## config.mk

```make
export PLATFORM = sky130hd
export DESIGN_NAME = inst_fetch_queue_flat
export DESIGN_NICKNAME = d
export VERILOG_FILES = /design/src/rtl/inst_fetch_queue_pkg.sv /design/src/rtl/inst_fetch_queue_if.sv /design/src/rtl/fetch_ring_buffer.sv /design/src/rtl/inst_fetch_queue.sv /design/src/flat_wrapper.sv
export SDC_FILE = /design/constraint.sdc
export NUM_CORES = 1
export LEC_CHECK = 0
export BUFFER_PORTS_ARGS = -buffer_cell sky130_fd_sc_hd__clkbuf_2
export CORE_ASPECT_RATIO = 0.8
export CORE_MARGIN = 2
export CORE_UTILIZATION = 55
export DETAILED_ROUTE_END_ITERATION = 10
export PLACE_DENSITY_LB_ADDON = 0.25
export SYNTH_ARGS = -nofsm -noshare
export SYNTH_HDL_FRONTEND = slang
export SYNTH_SLANG_ARGS = --single-unit
```

## constraint.sdc

```tcl
create_clock -name clk -period 10.35 [get_ports clk]
set_input_delay 2.5875 -clock clk [delete_from_list [all_inputs] [get_ports clk]]
set_output_delay 2.5875 -clock clk [all_outputs]
set_load 0.01 [all_outputs]
```

## src/rtl/inst_fetch_queue_pkg.sv

```systemverilog
// Shared types and constants for the instruction fetch queue.
// The optional FETCH_BYPASS_EN build is selected in inst_fetch_queue.sv.
package fetch_pkg;

    localparam int DEFAULT_XLEN = 32;
    localparam int INST_BYTES   = 4;

    typedef logic [63:0] inst_id_t;

    typedef struct packed {
        logic [DEFAULT_XLEN-1:0] addr;
        logic [DEFAULT_XLEN-1:0] inst;
    } fetch_entry_t;

    // Pointer width including the wrap bit; a depth of 1 still gets a 1-bit index.
    function automatic int ptr_w(input int depth);
        return ((depth > 1) ? $clog2(depth) : 1) + 1;
    endfunction

endpackage

```

## src/rtl/inst_fetch_queue_if.sv

```systemverilog
// Backend, IF/ID and instruction-memory handshakes of the fetch queue.
// The queue itself uses the master modport, its environment the slave modport.
interface inst_fetch_queue_if
    import fetch_pkg::*;
#(
    parameter int XLEN = DEFAULT_XLEN
);
    logic            ireq_valid;
    logic [XLEN-1:0] ireq_addr;

    logic            iresp_valid;
    logic            iresp_ready;
    logic [XLEN-1:0] iresp_addr;
    logic [XLEN-1:0] iresp_inst;
    inst_id_t        iresp_inst_id;

    logic            memreq_valid;
    logic            memreq_ready;
    logic [XLEN-1:0] memreq_addr;

    logic            memresp_valid;
    logic [XLEN-1:0] memresp_addr;
    logic [XLEN-1:0] memresp_inst;

    modport master (
        input  ireq_valid, ireq_addr,
        output iresp_valid, iresp_addr, iresp_inst, iresp_inst_id,
        input  iresp_ready,
        output memreq_valid, memreq_addr,
        input  memreq_ready,
        input  memresp_valid, memresp_addr, memresp_inst
    );

    modport slave (
        output ireq_valid, ireq_addr,
        input  iresp_valid, iresp_addr, iresp_inst, iresp_inst_id,
        output iresp_ready,
        input  memreq_valid, memreq_addr,
        output memreq_ready,
        output memresp_valid, memresp_addr, memresp_inst
    );

endinterface

```

## src/rtl/fetch_ring_buffer.sv

```systemverilog
// Generic synchronous FIFO with wrap-bit pointers, flush, occupancy count and
// a read port at an offset from the head.
module fetch_ring_buffer
    import fetch_pkg::*;
#(
    parameter int WIDTH = 8,
    parameter int DEPTH = 4,
    localparam int PW   = ptr_w(DEPTH),
    localparam int AW   = PW - 1
) (
    input  logic             clk,
    input  logic             rst_n,
    input  logic             flush,
    input  logic             push,
    input  logic [WIDTH-1:0] push_data,
    input  logic             pop,
    input  logic [AW-1:0]    rd_offset,
    output logic [WIDTH-1:0] rd_data,
    output logic [PW-1:0]    count,
    output logic             empty
);

    logic [WIDTH-1:0] mem [0:(1 << AW)-1];
    logic [PW-1:0]    head;
    logic [PW-1:0]    tail;
    logic             full;
    logic             do_push;
    logic             do_pop;

    assign count   = tail - head;
    assign empty   = (head == tail);
    assign full    = (count == PW'(DEPTH));
    assign do_pop  = pop && !empty && !flush;
    // A push into a full buffer is accepted only when the head leaves in the same cycle.
    assign do_push = push && (!full || do_pop);
    assign rd_data = mem[head[AW-1:0] + rd_offset];

    always_ff @(posedge clk) begin
        if (!rst_n) begin
            head <= '0;
            tail <= '0;
        end else begin
            if (flush) begin
                head <= tail;
            end else if (do_pop) begin
                head <= head + PW'(1);
            end
            if (do_push) begin
                tail <= tail + PW'(1);
            end
        end
    end

    // NOTE: storage is deliberately not reset; the pointers alone define which entries are valid.
    always_ff @(posedge clk) begin
        if (do_push) begin
            mem[tail[AW-1:0]] <= push_data;
        end
    end

endmodule

```

## src/rtl/inst_fetch_queue.sv

```systemverilog
// Multi-outstanding instruction fetch queue between IF/ID and instruction memory.
// Optional FETCH_BYPASS_EN presents a live response directly when the queue is empty.
module inst_fetch_queue
    import fetch_pkg::*;
#(
    parameter int              DEPTH           = 16,
    parameter int              MAX_OUTSTANDING = 4,
    parameter int              XLEN            = DEFAULT_XLEN,
    parameter logic [XLEN-1:0] RESET_PC        = '0
) (
    input  logic          clk,
    input  logic          rst_n,
    inst_fetch_queue_if.master bus
);

    localparam int QCW = ptr_w(DEPTH);
    localparam int QAW = QCW - 1;
    localparam int ACW = ptr_w(MAX_OUTSTANDING);
    localparam int AAW = ACW - 1;

    if (XLEN != DEFAULT_XLEN) begin : g_xlen_guard
        $error("inst_fetch_queue: XLEN must equal fetch_pkg::DEFAULT_XLEN");
    end

    logic            started;
    logic [XLEN-1:0] pc;
    logic [ACW-1:0]  drop_cnt;
    inst_id_t        inst_id;

    fetch_entry_t    q_head;
    fetch_entry_t    q_push_data;
    logic [QCW-1:0]  q_count;
    logic            q_empty;
    logic            q_push;
    logic            deq;

    logic [XLEN-1:0] a_peek;
    logic [ACW-1:0]  a_count;
    logic            a_empty;

    logic [ACW-1:0]  live_cnt;
    logic            redirect_hit;
    logic            flush;
    logic            credit_ok;
    logic            issue;
    logic            mem_fire;
    logic            resp_pop;
    logic            resp_match;

    assign live_cnt = a_count - drop_cnt;

    // a_peek is the oldest live request: the entry just past the ones still to be dropped.
    assign redirect_hit = q_empty && (live_cnt != '0) && (a_peek == bus.ireq_addr);
    assign flush        = bus.ireq_valid && !redirect_hit;

    assign credit_ok = (a_count < ACW'(MAX_OUTSTANDING)) &&
                       ((32'(q_count) + 32'(a_count)) < 32'(DEPTH));
    assign issue     = started && !flush && credit_ok;
    assign mem_fire  = issue && bus.memreq_ready;

    assign resp_pop   = bus.memresp_valid && !a_empty;
    assign resp_match = resp_pop && (drop_cnt == '0) && (bus.memresp_addr == a_peek);

    assign q_push_data = '{addr: bus.memresp_addr, inst: bus.memresp_inst};

`ifdef FETCH_BYPASS_EN
    logic bypass;

    assign bypass           = q_empty && resp_match && !flush;
    assign bus.iresp_valid  = !q_empty || bypass;
    assign bus.iresp_addr   = q_empty ? bus.memresp_addr : q_head.addr;
    assign bus.iresp_inst   = q_empty ? bus.memresp_inst : q_head.inst;
    assign deq              = bus.iresp_valid && bus.iresp_ready && !flush;
    assign q_push           = resp_match && !flush && !(bypass && bus.iresp_ready);
`else
    assign bus.iresp_valid  = !q_empty;
    assign bus.iresp_addr   = q_head.addr;
    assign bus.iresp_inst   = q_head.inst;
    assign deq              = !q_empty && bus.iresp_ready && !flush;
    assign q_push           = resp_match && !flush;
`endif

    assign bus.iresp_inst_id = inst_id;
    assign bus.memreq_valid  = issue;
    assign bus.memreq_addr   = pc;

    fetch_ring_buffer #(
        .WIDTH ($bits(fetch_entry_t)),
        .DEPTH (DEPTH)
    ) u_inst_queue (
        .clk       (clk),
        .rst_n     (rst_n),
        .flush     (flush),
        .push      (q_push),
        .push_data (q_push_data),
        .pop       (deq),
        .rd_offset ({QAW{1'b0}}),
        .rd_data   (q_head),
        .count     (q_count),
        .empty     (q_empty)
    );

    fetch_ring_buffer #(
        .WIDTH (XLEN),
        .DEPTH (MAX_OUTSTANDING)
    ) u_addr_fifo (
        .clk       (clk),
        .rst_n     (rst_n),
        .flush     (1'b0),
        .push      (mem_fire),
        .push_data (pc),
        .pop       (resp_pop),
        .rd_offset (drop_cnt[AAW-1:0]),
        .rd_data   (a_peek),
        .count     (a_count),
        .empty     (a_empty)
    );

    always_ff @(posedge clk) begin
        if (!rst_n) begin
            started  <= 1'b0;
            pc       <= RESET_PC;
            drop_cnt <= '0;
            inst_id  <= '0;
        end else begin
            started <= 1'b1;
            if (flush) begin
                // Every request still in flight after this cycle is stale.
                pc       <= bus.ireq_addr;
                drop_cnt <= a_count - ACW'(resp_pop);
                inst_id  <= inst_id + 64'd1;
            end else begin
                if (mem_fire) begin
                    pc <= pc + XLEN'(INST_BYTES);
                end
                if (resp_pop && (drop_cnt != '0)) begin
                    drop_cnt <= drop_cnt - ACW'(1);
                end
                if (deq) begin
                    inst_id <= inst_id + 64'd1;
                end
            end
        end
    end

    FETCH_ASSERT: assert property (@(posedge clk) disable iff (!rst_n)
        (bus.memresp_valid && (drop_cnt == '0)) |-> (!a_empty && (bus.memresp_addr == a_peek)));

endmodule

```

## src/flat_wrapper.sv

```systemverilog
// flat-port wrapper written by rule: the top's interface ports become plain ports
module inst_fetch_queue_flat import fetch_pkg::*;
#(
    parameter int              DEPTH           = 16,
    parameter int              MAX_OUTSTANDING = 4,
    parameter int              XLEN            = DEFAULT_XLEN,
    parameter logic [XLEN-1:0] RESET_PC        = '0
)
  (clk, rst_n, bus_ireq_valid, bus_ireq_addr, bus_iresp_valid, bus_iresp_addr, bus_iresp_inst, bus_iresp_inst_id, bus_iresp_ready, bus_memreq_valid, bus_memreq_addr, bus_memreq_ready, bus_memresp_valid, bus_memresp_addr, bus_memresp_inst);
  inst_fetch_queue_if #(.XLEN(XLEN)) bus_i ();
  input  logic clk;
  input  logic rst_n;
  input wire logic [$bits(bus_i.ireq_valid)-1:0] bus_ireq_valid;
  input wire logic [$bits(bus_i.ireq_addr)-1:0] bus_ireq_addr;
  output wire logic [$bits(bus_i.iresp_valid)-1:0] bus_iresp_valid;
  output wire logic [$bits(bus_i.iresp_addr)-1:0] bus_iresp_addr;
  output wire logic [$bits(bus_i.iresp_inst)-1:0] bus_iresp_inst;
  output wire logic [$bits(bus_i.iresp_inst_id)-1:0] bus_iresp_inst_id;
  input wire logic [$bits(bus_i.iresp_ready)-1:0] bus_iresp_ready;
  output wire logic [$bits(bus_i.memreq_valid)-1:0] bus_memreq_valid;
  output wire logic [$bits(bus_i.memreq_addr)-1:0] bus_memreq_addr;
  input wire logic [$bits(bus_i.memreq_ready)-1:0] bus_memreq_ready;
  input wire logic [$bits(bus_i.memresp_valid)-1:0] bus_memresp_valid;
  input wire logic [$bits(bus_i.memresp_addr)-1:0] bus_memresp_addr;
  input wire logic [$bits(bus_i.memresp_inst)-1:0] bus_memresp_inst;
  assign bus_i.ireq_valid = bus_ireq_valid;
  assign bus_i.ireq_addr = bus_ireq_addr;
  assign bus_iresp_valid = bus_i.iresp_valid;
  assign bus_iresp_addr = bus_i.iresp_addr;
  assign bus_iresp_inst = bus_i.iresp_inst;
  assign bus_iresp_inst_id = bus_i.iresp_inst_id;
  assign bus_i.iresp_ready = bus_iresp_ready;
  assign bus_memreq_valid = bus_i.memreq_valid;
  assign bus_memreq_addr = bus_i.memreq_addr;
  assign bus_i.memreq_ready = bus_memreq_ready;
  assign bus_i.memresp_valid = bus_memresp_valid;
  assign bus_i.memresp_addr = bus_memresp_addr;
  assign bus_i.memresp_inst = bus_memresp_inst;
  inst_fetch_queue #(.DEPTH(DEPTH), .MAX_OUTSTANDING(MAX_OUTSTANDING), .XLEN(XLEN), .RESET_PC(RESET_PC)) u_core (.clk(clk), .rst_n(rst_n), .bus(bus_i));
endmodule
```

==> results.yml, run 1 <==
place:
  hpwl_um: 65400
  io_buffers: 263
  place_congestion: 0.971
  preCtsSetupSlack_ns: 3.22
die:
  row_count: 99
  core_area_um2: 91000
  die_area_um2: 94100
  die_h_um: 275
  die_w_um: 343
  start_util_pct: 55.4
  ios: 264
routing:
  viasPerCell: 6.32
  firstDrtPassIters: 5
  ant_nets: 0
  drt-initial-drc-count: 2881
  dr_total_vias: 26100
  wire_per_inst_um: 27.8
  drc: 0
  wl_um: 115000
global_routing:
  grt_first_pass_wirelength_um: 171000
  use_met3_pct: 4.06
  use_met2_pct: 39.4
  grt_usage_pct: 24.6
  grt_max_degree: 119
  top_usage_layer: "met2"
  grt.overflow.total: 0
  grtUsageMet1_pct: 36.5
  grt_pass1_vias: 26300
  antenna_found_initial: 1
critical_path:
  cpPeakStageDelay_ns: 0.79
  crit_path_end_kind: "output port"
  path_class: "register to output port"
  crit_family: "multiplexers"
  start_kind: "register"
  cp.required_ns: 7.76
  path_max_fanout: 28
  slowest_stage: "mux4_1"
  cp_num_buf_inv: 2
  path_cells: "ha_2, buf_4, mux4_1, xor2_1, nor4_1, nand4_1, o31ai_4, and2_1, clkbuf_2"
  arrival_ns: 4.41
synthesis:
  synth_cell_type_count: 55
  ys_warn_count: 0
  synth_area_um2: 50400
  ys_seq_area_share_pct: 73.4
  ys_seq_elements: 1272
  syn_nets: 2651
  synth_cells: 2520
  synth_area_per_cell_um2: 20.0
  synth_edf_count: 1152
  async_reset_ff_share_pct: 0
  yosys_most_used_dff: "edfxtp_1"
layout:
  syn_to_final_growth_pct: 13.4
  layout_common_cells: "edfxtp_1, mux4_2, clkbuf_2, dfxtp_1, clkbuf_16"
  nets: 2946
  drive_gt1_share_pct: 29.6
  final_common_cell: "edfxtp_1"
cts:
  clk_pin_slew_ns: 0.07
  hold_buffers: 0
  clockBufferDepth: 3
  cts_setup_buffers: 0
  clk_latency_ns: 0.70
  cts_buffers: 114
  cts_resized: 0
  cts.htree.levels: 3
  cts_tree: "yes"
  cts_root_buffer: "clkbuf_16"
  clock-sinks: 1272
sta:
  drv_slew: 0
  fmax_mhz: 143
  fin_crit_sh_pct: 67.6
  setup-violations-final: 0
  finClkSkew_ns: 0.0446
  finalWorstSetupSlack_ns: 3.35
  finalCriticalPeriod_ns: 7.00
  tightest_slew_ns: 1.19
  rsz0062_at_grt: "no"
  slew_headroom_pct: 20.9
  hold_viol: 0
power_and_ir_drop:
  peakVddDrop_mv: 0.157
  power_density_nw_per_um2: 187
  leakagePower_uw: 0.0181
  p_total_uw: 10700
worst_hold_path:
  hold_class: "register to register"
job:
  max-cap-violations: 0
run_status:
  outcome: "finished, final reports clean"
## routing by layer
layer,share of wire [%],wire [um],up-vias
met5,0,0,-
met2,49,56200,1083
met3,7.1,8200,153
li1,-,-,11100
met1,42,48600,13800
met4,1.7,2010,0
## synthesized netlist by cell type (36+ instances only)
| library cell | count | area share, % |
|---|---|---|
| a21oi_1 | 73 | 0.72 |
| clkbuf_1 | 90 | 0.67 |
| dfxtp_1 | 120 | 4.8 |
| edfxtp_1 | 1152 | 69 |
| mux4_2 | 343 | 15 |
| nand2_1 | 54 | 0.40 |
| nand3_1 | 38 | 0.38 |
| nand4_1 | 47 | 0.58 |
| nor2_1 | 52 | 0.39 |
| o31ai_1 | 36 | 0.54 |
| or4_1 | 38 | 0.57 |
| xor2_1 | 79 | 1.4 |
## cell families after synthesis
family	Yosys count	synth area share (%)
flops	1272	73.4
fa+ha+maj	29	0.749
xor+xnor	109	1.98
mux	371	15.9
simple gates	379	4.22
buf+inv	165	1.31
compound gates	195	2.45
## worst min-delay path, stage by stage (launching register included)
cell,delay [ns]
dfxtp_1,0.32
o21ai_0,0.07
a21oi_1,0.06
## power by group
part	total, uW	internal [uW]	leakage [uW]	switching, uW
clock network	4340	2510	0.00191	1830
registers	5660	5610	0.0114	42.9
logic	699	290	0.00483	408
## metrics by stage
step	cell area [um^2]	utilization (%)	hold WS, ns	instances	setup TNS [ns]
after global routing	57200	62.8	0.516	4127	0
after global placement	53300	58.5	0.472	3911	0
after CTS	57200	62.8	0.496	4126	0
after floorplan	50400	-	0.469	2520	-89.70
final	57200	62.8	0.497	4129	0
after detailed placement	53300	58.5	0.480	3911	0
## flip-flops by register name, summed over array words and instances (netlist names), named ones only
name and flops:
u_core.u_addr_fifo.head 3, u_core.bus.iresp_inst_id 64, u_core.u_addr_fifo.mem 128, u_core.u_inst_queue.mem 1024
u_core.u_addr_fifo.tail 3, u_core.drop_cnt 3, u_core.bus.memreq_addr 32, u_core.started 1
u_core.u_inst_queue.tail 5, u_core.u_inst_queue.head 5
## final timing paths
check,start,to,slack (ns),cells past startpoint
hold reg to reg,u_core.bus.iresp_inst_id[63],u_core.bus.iresp_inst_id[63],0.50,2
setup reg to reg,u_core.u_addr_fifo.head[0],u_core.u_inst_queue.mem[1][5],3.48,12
setup / recovery,u_core.u_addr_fifo.head[0],bus_memreq_valid,3.35,9
hold / removal,u_core.bus.iresp_inst_id[63],u_core.bus.iresp_inst_id[63],0.50,2
## layout make-up
class | instances | area (um^2)
antenna | 3 | 7.51
clock buffer | 142 | 3030
clock inverter | 73 | 862
fill | 6183 | 33900
inverter | 27 | 101
multi-input combinational | 1083 | 12900
sequential | 1272 | 37000
tap | 1212 | 1520
timing repair buffer | 317 | 1770
Note: power is estimated with default switching activity, not from simulation.
==> run 2: changes to the inputs <==
--- a/config.mk
+++ b/config.mk
@@ -5,10 +5,11 @@
 export SDC_FILE = /design/constraint.sdc
 export NUM_CORES = 1
 export LEC_CHECK = 0
+export ABC_AREA = 1
 export BUFFER_PORTS_ARGS = -buffer_cell sky130_fd_sc_hd__clkbuf_2
 export CORE_ASPECT_RATIO = 0.8
 export CORE_MARGIN = 2
-export CORE_UTILIZATION = 55
+export CORE_UTILIZATION = 62
 export DETAILED_ROUTE_END_ITERATION = 10
 export PLACE_DENSITY_LB_ADDON = 0.25
 export SYNTH_ARGS = -nofsm -noshare
==> constraint.sdc (replaced) <==
create_clock -name clk -period 6.7 [get_ports clk]
set_input_delay 1.675 -clock clk [delete_from_list [all_inputs] [get_ports clk]]
set_output_delay 1.675 -clock clk [all_outputs]
set_load 0.01 [all_outputs]
==> results.yml, run 2 <==
job:
  max-cap-violations: 0
routing:
  highest_layer: "met5"
  firstDrtPassIters: 5
  wire_per_inst_um: 22.0
  ant_nets: 0
  drc: 0
  dr_wl_met3_um: 12100
  wl_um: 139000
  drt-met1-wl_um: 58700
  dr_total_vias: 38000
  viasPerCell: 6.01
  drt-initial-drc-count: 4223
  wl_met2_um: 64100
die:
  die_area_um2: 92100
  start_util_pct: 62.4
  die_w_um: 339
  ios: 264
  die_h_um: 272
  row_count: 98
  core_area_um2: 89100
global_routing:
  grt_first_pass_wirelength_um: 210000
  antenna_found_initial: 11
  grt.overflow.total: 0
  grt_max_degree: 177
  grt_usage_pct: 29.6
  grt_pass1_vias: 35600
synthesis:
  yosys_most_used_dff: "edfxtp_1"
  synth_cells: 4833
  syn_nets: 4964
  yosys.area.top_type: "edfxtp_1"
  synth_cell_type_count: 38
  synth_area_per_cell_um2: 11.5
  synth.top_cells.by_count: "edfxtp_1, nand2_1, inv_1, o21ai_0, a21oi_1"
  synth.area.top_cells: "edfxtp_1, nand2_1, mux2i_1"
  synth_edf_count: 1152
  async_reset_ff_share_pct: 0
  synth_area_um2: 55600
  ys_seq_elements: 1272
  synth.most_common_cell: "edfxtp_1"
  ys_seq_area_share_pct: 66.5
  synth_top_area_share_pct: 62.2
  ys_warn_count: 0
power_and_ir_drop:
  peakVddDrop_mv: 0.203
  power_density_nw_per_um2: 277
  leakagePower_uw: 0.0217
cts:
  clk_pin_slew_ns: 0.07
  cts.htree.levels: 3
  cts_buffers: 119
  cts_setup_buffers: 0
  cts_root_buffer: "clkbuf_16"
  clockBufferDepth: 3
  clk_latency_ns: 0.72
  hold_buffers: 0
  cts_resized: 0
  clock-sinks: 1272
  cts_tree: "yes"
layout:
  nets: 5140
  nFillCells: 6314
  ff_latch_area_um2: 37000
  layout_common_cells: "edfxtp_1, nand2_1, inv_1, o21ai_0, a21oi_1"
  syn_to_final_growth_pct: 11.8
  final_common_cell: "edfxtp_1"
  multi_input_area_um2: 15700
  largest_register_ffs: 1024
  drive_gt1_share_pct: 10.7
sta:
  hold_viol: 0
  setup-violations-final: 0
  fin_crit_sh_pct: 88.2
  fmax_mhz: 169
  drv_slew: 0
  finalCriticalPeriod_ns: 5.91
  tightest_slew_ns: 1.18
  rsz0062_at_grt: "no"
  setup_tns_ns: 0
  slew_headroom_pct: 21.6
  finClkSkew_ns: 0.0408
  finalWorstSetupSlack_ns: 0.793
critical_path:
  slowest_stage: "ha_4"
  arrival_ns: 4.23
  path_cells: "ha_4, buf_4, nand2_1, o21ai_0, inv_1, nand2_1, nand3_1, nand2_1, nor2_1, nand2_1, nor2_1, nand2_1, nor2_2, a21oi_1, nor2_1, clkbuf_2"
  crit_family: "adder cells"
  path_max_fanout: 102
  start_kind: "register"
  crit_path_end_kind: "output port"
  path_class: "register to output port"
  cp.required_ns: 5.03
  cp.depth: 16
  cpPeakStageDelay_ns: 0.87
  cp_num_buf_inv: 3
  ff2ff_path_depth: 17
  crit_top_cell: "nand2_1"
place:
  io_buffers: 263
  preCtsSetupSlack_ns: 1.38
  hpwl_um: 78600
  place_congestion: 0.943
worst_hold_path:
  hold_path_depth: 1
  hold_class: "register to register"
run_status:
  outcome: "finished, final reports clean"
run 2: final timing paths:
check | to | slack, ns | startpoint
min reg2reg | u_core.u_addr_fifo.head[2] | 0.48 | u_core.u_addr_fifo.head[2]
min | u_core.u_addr_fifo.head[2] | 0.48 | u_core.u_addr_fifo.head[2]
max | bus_memreq_valid | 0.79 | u_core.u_addr_fifo.head[0]
max reg2reg | u_core.u_inst_queue.mem[8][49] | 1.26 | u_core.u_addr_fifo.head[0]
run 2: cell families (layout without fill, tap and decap cells):
family,count (synthesis),after routing,synth area share [%]
AOI/OAI and AO/OA,1063,1063,10.9
and+or+nand+nor,1309,1309,10.1
adders and majority gates,29,29,0.679
buffers and inverters,799,1078,5.58
DFF,1272,1272,66.5
xor gates and xnor gates,105,105,1.65
muxes,256,256,4.61
other,0,6,0
run 2: where the power goes:
group | internal (uW) | total (uW) | leakage (uW) | switching [uW]
registers | 8680 | 8740 | 0.0114 | 60.2
logic | 502 | 1720 | 0.00840 | 1220
clock network | 3770 | 6730 | 0.00191 | 2950
total | 13000 | 17200 | 0.0217 | 4240
run 2: metal layers:
layer  vias to the layer above  GRT usage (%)
li1                      17500              -
met1                     18400           43.4
met2                      1745           46.5
met3                       259           4.70
met4                         4           8.77
met5                         -              0
run 2: area by class of cell:
cell class              instances  share of cell area, %
multi-input cells            2762                   25.2
well taps                    1200                   2.42
diodes                          6                 0.0242
clock inverters                85                   1.33
clock buffers                 139                   4.96
repair buffers                323                   3.30
inverters                     531                   3.23
flip-flops and latches       1272                   59.5
run 2: through the flow:
step           instance area, um^2  cells  util, %  hold WS, ns  total power (uW)
5_1_grt                      62200   6317     69.7        0.484             17800
2_1_floorplan                55600   4833        -        0.436             10100
6_report                     62200   6318     69.7        0.476             17200
4_1_cts                      62200   6312     69.7        0.470             17200
3_3_place_gp                 58200   6088     65.3        0.454             10600
3_5_place_dp                 58200   6088     65.3        0.462             10600
